<file path="src/rtl/traffic_pkg.sv">
// Shared definitions for the intersection controllers: phase codes, arbiter
// state encoding and the light codes used by traffic_light_controller.
package traffic_pkg;

  localparam int unsigned NUM_REQ = 3;

  localparam logic [1:0] PH_NS  = 2'b00;
  localparam logic [1:0] PH_EW  = 2'b01;
  localparam logic [1:0] PH_PED = 2'b10;

  typedef enum logic [1:0] {
    IDLE   = 2'b00,
    GRANT  = 2'b01,
    ACTIVE = 2'b10
  } arb_state_e;

  localparam logic [1:0] LT_RED    = 2'b00;
  localparam logic [1:0] LT_GREEN  = 2'b01;
  localparam logic [1:0] LT_YELLOW = 2'b10;

endpackage

</file>
<file path="src/rtl/rr_starve_select.sv">
// Combinational 3-way picker: lowest-index starved requester wins, otherwise
// round-robin starting just after the last granted phase.
module rr_starve_select
  import traffic_pkg::*;
(
  input  logic [2:0] req_i,
  input  logic [2:0] starved_i,
  input  logic [1:0] last_i,
  output logic       valid_c_o,
  output logic [1:0] sel_c_o
);

  always_comb begin
    valid_c_o = |req_i;
    sel_c_o   = PH_NS;
    if (|starved_i) begin
      if (starved_i[0])      sel_c_o = PH_NS;
      else if (starved_i[1]) sel_c_o = PH_EW;
      else                   sel_c_o = PH_PED;
    end else begin
      case (last_i)
        PH_NS: begin
          if (req_i[1])      sel_c_o = PH_EW;
          else if (req_i[2]) sel_c_o = PH_PED;
          else               sel_c_o = PH_NS;
        end
        PH_EW: begin
          if (req_i[2])      sel_c_o = PH_PED;
          else if (req_i[0]) sel_c_o = PH_NS;
          else               sel_c_o = PH_EW;
        end
        default: begin
          if (req_i[0])      sel_c_o = PH_NS;
          else if (req_i[1]) sel_c_o = PH_EW;
          else               sel_c_o = PH_PED;
        end
      endcase
    end
  end

endmodule

</file>
<file path="src/rtl/phase_request_arbiter.sv">
// Latches NS/EW/PED demand, offers one phase at a time to the light controller
// over valid/ready, and flags a sticky fault if a phase never completes.
module phase_request_arbiter
  import traffic_pkg::*;
#(
  parameter int unsigned MAX_WAIT = 8,
  parameter int unsigned WATCHDOG = 64,
  parameter int unsigned CW       = 8
) (
  input  logic       clk,
  input  logic       reset,
  input  logic       sensor_ns,
  input  logic       sensor_ew,
  input  logic       ped_button,
  input  logic       grant_ready,
  input  logic       phase_done,
  output logic       grant_valid,
  output logic [1:0] grant_phase,
  output logic [2:0] pending,
  output logic       fault
);

  arb_state_e                       state_q, state_d;
  logic                             grant_valid_q, grant_valid_d;
  logic [1:0]                       grant_phase_q, grant_phase_d;
  logic [1:0]                       last_q, last_d;
  logic [NUM_REQ-1:0]               pending_q, pending_d;
  logic                             fault_q, fault_d;
  logic [CW-1:0]                    wd_q, wd_d;
  logic [NUM_REQ-1:0][CW-1:0]       wait_q, wait_d;

  logic [NUM_REQ-1:0] req_in;
  logic [NUM_REQ-1:0] clr;
  logic [NUM_REQ-1:0] starved;
  logic               handshake;
  logic               sel_valid;
  logic [1:0]         sel_phase;

  assign req_in    = {ped_button, sensor_ew, sensor_ns};
  assign handshake = (state_q == GRANT) && grant_ready;
  assign clr       = handshake ? (3'b001 << grant_phase_q) : 3'b000;

  rr_starve_select u_sel (
    .req_i     (pending_q),
    .starved_i (starved),
    .last_i    (last_q),
    .valid_c_o (sel_valid),
    .sel_c_o   (sel_phase)
  );

  // Request latching and per-requester wait counters; a new demand beats the clear.
  always_comb begin
    pending_d = (pending_q & ~clr) | req_in;
    wait_d    = wait_q;
    starved   = '0;
    for (int i = 0; i < int'(NUM_REQ); i++) begin
      starved[i] = (wait_q[i] == CW'(MAX_WAIT));
      if (!pending_d[i]) begin
        wait_d[i] = '0;
      end else if (pending_q[i] && !starved[i] &&
                   !((state_q != IDLE) && (grant_phase_q == 2'(i)))) begin
        wait_d[i] = wait_q[i] + CW'(1);
      end
    end
  end

  // Grant FSM; phase_done takes priority over a watchdog expiry on the same edge.
  always_comb begin
    state_d       = state_q;
    grant_valid_d = grant_valid_q;
    grant_phase_d = grant_phase_q;
    last_d        = last_q;
    wd_d          = wd_q;
    fault_d       = fault_q;
    case (state_q)
      IDLE: begin
        if (sel_valid) begin
          state_d       = GRANT;
          grant_valid_d = 1'b1;
          grant_phase_d = sel_phase;
        end
      end
      GRANT: begin
        if (grant_ready) begin
          state_d       = ACTIVE;
          grant_valid_d = 1'b0;
          last_d        = grant_phase_q;
          wd_d          = '0;
        end
      end
      ACTIVE: begin
        if (phase_done) begin
          state_d = IDLE;
        end else if (wd_q == CW'(WATCHDOG - 1)) begin
          state_d = IDLE;
          fault_d = 1'b1;
        end else begin
          wd_d = wd_q + CW'(1);
        end
      end
      default: begin
        state_d       = IDLE;
        grant_valid_d = 1'b0;
      end
    endcase
  end

  always_ff @(posedge clk) begin
    if (reset) begin
      state_q       <= IDLE;
      grant_valid_q <= 1'b0;
      grant_phase_q <= PH_NS;
      last_q        <= PH_PED;
      pending_q     <= '0;
      fault_q       <= 1'b0;
      wd_q          <= '0;
      wait_q        <= '0;
    end else begin
      state_q       <= state_d;
      grant_valid_q <= grant_valid_d;
      grant_phase_q <= grant_phase_d;
      last_q        <= last_d;
      pending_q     <= pending_d;
      fault_q       <= fault_d;
      wd_q          <= wd_d;
      wait_q        <= wait_d;
    end
  end

  assign grant_valid = grant_valid_q;
  assign grant_phase = grant_phase_q;
  assign pending     = pending_q;
  assign fault       = fault_q;

endmodule

</file>
<file path="config.mk">
export PLATFORM = sky130hd
export DESIGN_NAME = phase_request_arbiter
export DESIGN_NICKNAME = d
export VERILOG_FILES = /design/src/rtl/traffic_pkg.sv /design/src/rtl/rr_starve_select.sv /design/src/rtl/phase_request_arbiter.sv
export SDC_FILE = /design/constraint.sdc
export NUM_CORES = 1
export LEC_CHECK = 0
export BUFFER_PORTS_ARGS = -buffer_cell sky130_fd_sc_hd__buf_2
export CAP_MARGIN = 20
export CORE_MARGIN = 10
export CORE_UTILIZATION = 55
export DETAILED_ROUTE_END_ITERATION = 12
export GPL_ROUTABILITY_DRIVEN = 0
export PLACE_DENSITY = 0.71
export SYNTH_ARGS = -nofsm -noshare
export SYNTH_HDL_FRONTEND = slang
export SYNTH_SLANG_ARGS = --single-unit
</file>
<file path="constraint.sdc">
create_clock -name clk -period 2.2 [get_ports clk]
set_clock_uncertainty 0.1 [all_clocks]
set_input_delay 0.44 -clock clk [delete_from_list [all_inputs] [get_ports clk]]
set_output_delay 0.44 -clock clk [all_outputs]
set_load 0.01 [all_outputs]
</file>
==> out/qor.csv <==
metric,value,unit
status,completed,
VDD IR-drop max,0.000582,V
min cycle time layout,1.81,ns
Final setup viols,0,
DR vias/cell,5.78,
Gate power share,10.4,%
vias in the first global route,1884,
Core ar.,0.00397,mm²
Startpoint Class,register,
CP Cell Sequence,inv_1 -> ha_1 -> nor4b_1 -> and3_1 -> or4_1 -> a21oi_1,
worst-case register-to-register setup slack,0.39,ns
"Top FF cell, synth",dfxtp_1,
leak pwr,0.873,nW
Max clock buf depth,2,
# diodes,0,
chip height,83.9,µm
post-DP HPWL,3.53,mm
Register-to-Register Path Depth,6,
synthesized area per cell,8.30,µm²
"Seq/Total Area, Yosys",38.4,%
R2R Path End,wait_q[22],
mapped cell area,0.00224,mm²
hold endpoint,state_q[0],
Max-cap violations,0,
final worst path period share,82.5,%
sw power,0.000422,W
layout cells sized above 1,10.9,%
Congestion Overflow GR,0,
initial antenna violation count,0,
wire length on met2,2.20,mm
final slew viol count,0,
DR vias,1937,
largest net degree at the start of global routing,22,
area fraction in compound gates after synthesis,23.2,%
WS Path Type,register to register,
Arrival @ worst endpoint,1.95,ns
Critical path buffers and inverters,1,
port buffer count,13,
Max Clk Rate,551,MHz
most frequent cells in the layout,"dfxtp_1 (43), a21oi_1 (26), nor2_1 (26), o21ai_0 (19)",
hold crit path type,input port to register,
Worst path slowest cell,or4_1,
Overall Global Routing Usage,14.2,%
Seq cells post-synth,43,
fill count,368,
Syn Inst Count,270,
Rows,23,
Ports,14,
"Clk pin slew, worst setup/hold paths",0.09,ns
RR Startpoint,wait_q[16],
"area fraction in and, or, nand and nor cells after synthesis",24.4,%
worst slew pin tran,0.639,ns
area delta synth->final,10.7,%
# resized after CTS,0,
Worst path top cell family by delay,simple AND/OR/NAND/NOR gates,
Reg power frac,47.8,%
count of flip-flops with a built-in enable after synthesis,0,
Synth cell types,51,
setup repair bufs after CTS,0,
Final Cell Area,0.00248,mm²
clock sinks,43,
Post-CTS Hold Buffers,0,
Pint,0.00132,W
syn_nets,284,
largest family of logic cells by synthesized area,simple AND/OR/NAND/NOR gates,
critical hold path startpoint,grant_ready,
Final WS setup,0.386,ns
Metal-1 WL,2.49,mm
worst setup path start,wait_q[16],
RSZ-0062 raised after global routing,no,
mux contribution to synthesized area,0.502,%
Root Buffer,clkbuf_8,
relative slew slack,56.9,%
pre-CTS setup slack,0.347,ns
"Warnings, synthesis",0,
Multi-input gate area,0.00129,mm²
CTS tree,built,
top sig layer,met4,
final hold vios,0,
DR WL/cell,14.8,µm
critical path's largest stage delay,0.52,ns
Post-Synth Adder-Cell Area,3.91,%
first-pass detailed-route iteration total,4,
Util after Layout,62.5,%
PwrDens,702,mW/mm²
setup TNS,0,ns
die width,83.9,µm
H-tree Lvls,2,
Detailed Route WL,4.97,mm
switching share of total power,24.2,%
hold path depth,2,
first-pass GRT wire length,8.63,mm
register area,861,µm²
Synth async-reset ratio,0,%
clk_lat worst skew,0.30,ns
Placement Cell Area,0.00235,mm²
Detailed Route Iter0 Violations,142,
starting density of the core,56.5,%
"Max FO, Critical Path",5,
DRC viols,0,
"most common cell after layout, fill and taps aside",dfxtp_1,
Final nets,298,
Die Area,0.00703,mm²
CTS Buf Count,5,
power share of the clock group,41.8,%
ANT nets after route,0,
Critical Path RT,2.33,ns
met3 WL,210,µm
Setup crit end kind,register,
Synth Area in XOR/XNOR,5.47,%
cells by family (layout without fill, tap and decap cells):
kind of cell,after synthesis,count (layout)
AND/OR/NAND/NOR,103,103
AO/OA/AOI/OAI,79,79
flip-flops,43,43
buffers and inverters,23,38
XOR/XNOR,14,14
adder cells (fa/ha/maj),7,7
multiplexers,1,1
sequential cells by signal, indices dropped and copies added (netlist names):
| register | cells |
|---|---|
| state_q | 2 |
| grant_phase | 2 |
| fault | 1 |
| pending | 3 |
| wd_q | 8 |
| grant_valid | 1 |
| last_q | 2 |
| wait_q | 24 |
metrics by stage:
| step | cells | hold slack, ns | total power, W |
|---|---|---|---|
| floorplan | 270 | 0.360 | 0.000973 |
| global placement | 327 | 0.353 | 0.00103 |
| detailed placement | 327 | 0.365 | 0.00103 |
| CTS | 335 | 0.287 | 0.00175 |
| global route | 335 | 0.296 | 0.00181 |
| finish | 335 | 0.293 | 0.00174 |
cells in the mapped netlist, types with 4 or more instances:
cell type,n,area share (%)
and3_1,6,1.7
o21ai_0,19,4.2
o2111ai_1,4,1.6
or3_1,5,1.4
a211oi_1,5,1.7
nor3_1,4,0.89
a21oi_1,26,5.8
xnor2_1,9,3.5
dfxtp_1,43,38
nand4_1,6,1.7
xor2_1,5,2.0
clkbuf_1,4,0.67
inv_1,15,2.5
nand3_1,16,3.6
o211ai_1,4,1.3
ha_1,7,3.9
nand2_1,16,2.7
nor2_1,26,4.4
cell type report:
type	instances	share of cell area, %
timing repair buffer	15	3.23
sequential	43	34.7
inverter	15	2.27
clock buffer	6	2.92
tap	50	2.52
clock inverter	2	2.42
multi-input combinational	204	51.9
metal layers:
metal / vias to the layer above / track usage [%]
met2: 32 / 21.4
met4: 0 / 4.72
met5: - / 0
met3: 9 / 4.39
li1: 1011 / -
met1: 885 / 18.5
worst register-to-register path, stage by stage, from the launching register on:
cell and delay (ns):
dfxtp_1 0.37, inv_1 0.07, ha_1 0.19, nor4b_1 0.15
and3_1 0.21, or4_1 0.52, a21oi_1 0.14
power by group through the flow:
| stage | logic (W) | clock network [W] | registers [W] |
|---|---|---|---|
| global placement | 0.000177 | 0 | 0.000849 |
| CTS | 0.000182 | 0.000741 | 0.000831 |
| floorplan | 0.000132 | 0 | 0.000841 |
| global route | 0.000205 | 0.000769 | 0.000837 |
| detailed placement | 0.000180 | 0 | 0.000849 |
| finish | 0.000182 | 0.000728 | 0.000832 |
how the worst max path moves through the flow:
stage,cells after the start,to
4_1_cts,6,wait_q[22]
6_report,6,wait_q[22]
3_5_place_dp,5,wd_q[4]
3_3_place_gp,5,wd_q[4]
2_1_floorplan,6,wait_q[22]
5_1_grt,5,wd_q[3]
(Power assumes the default switching activity.)
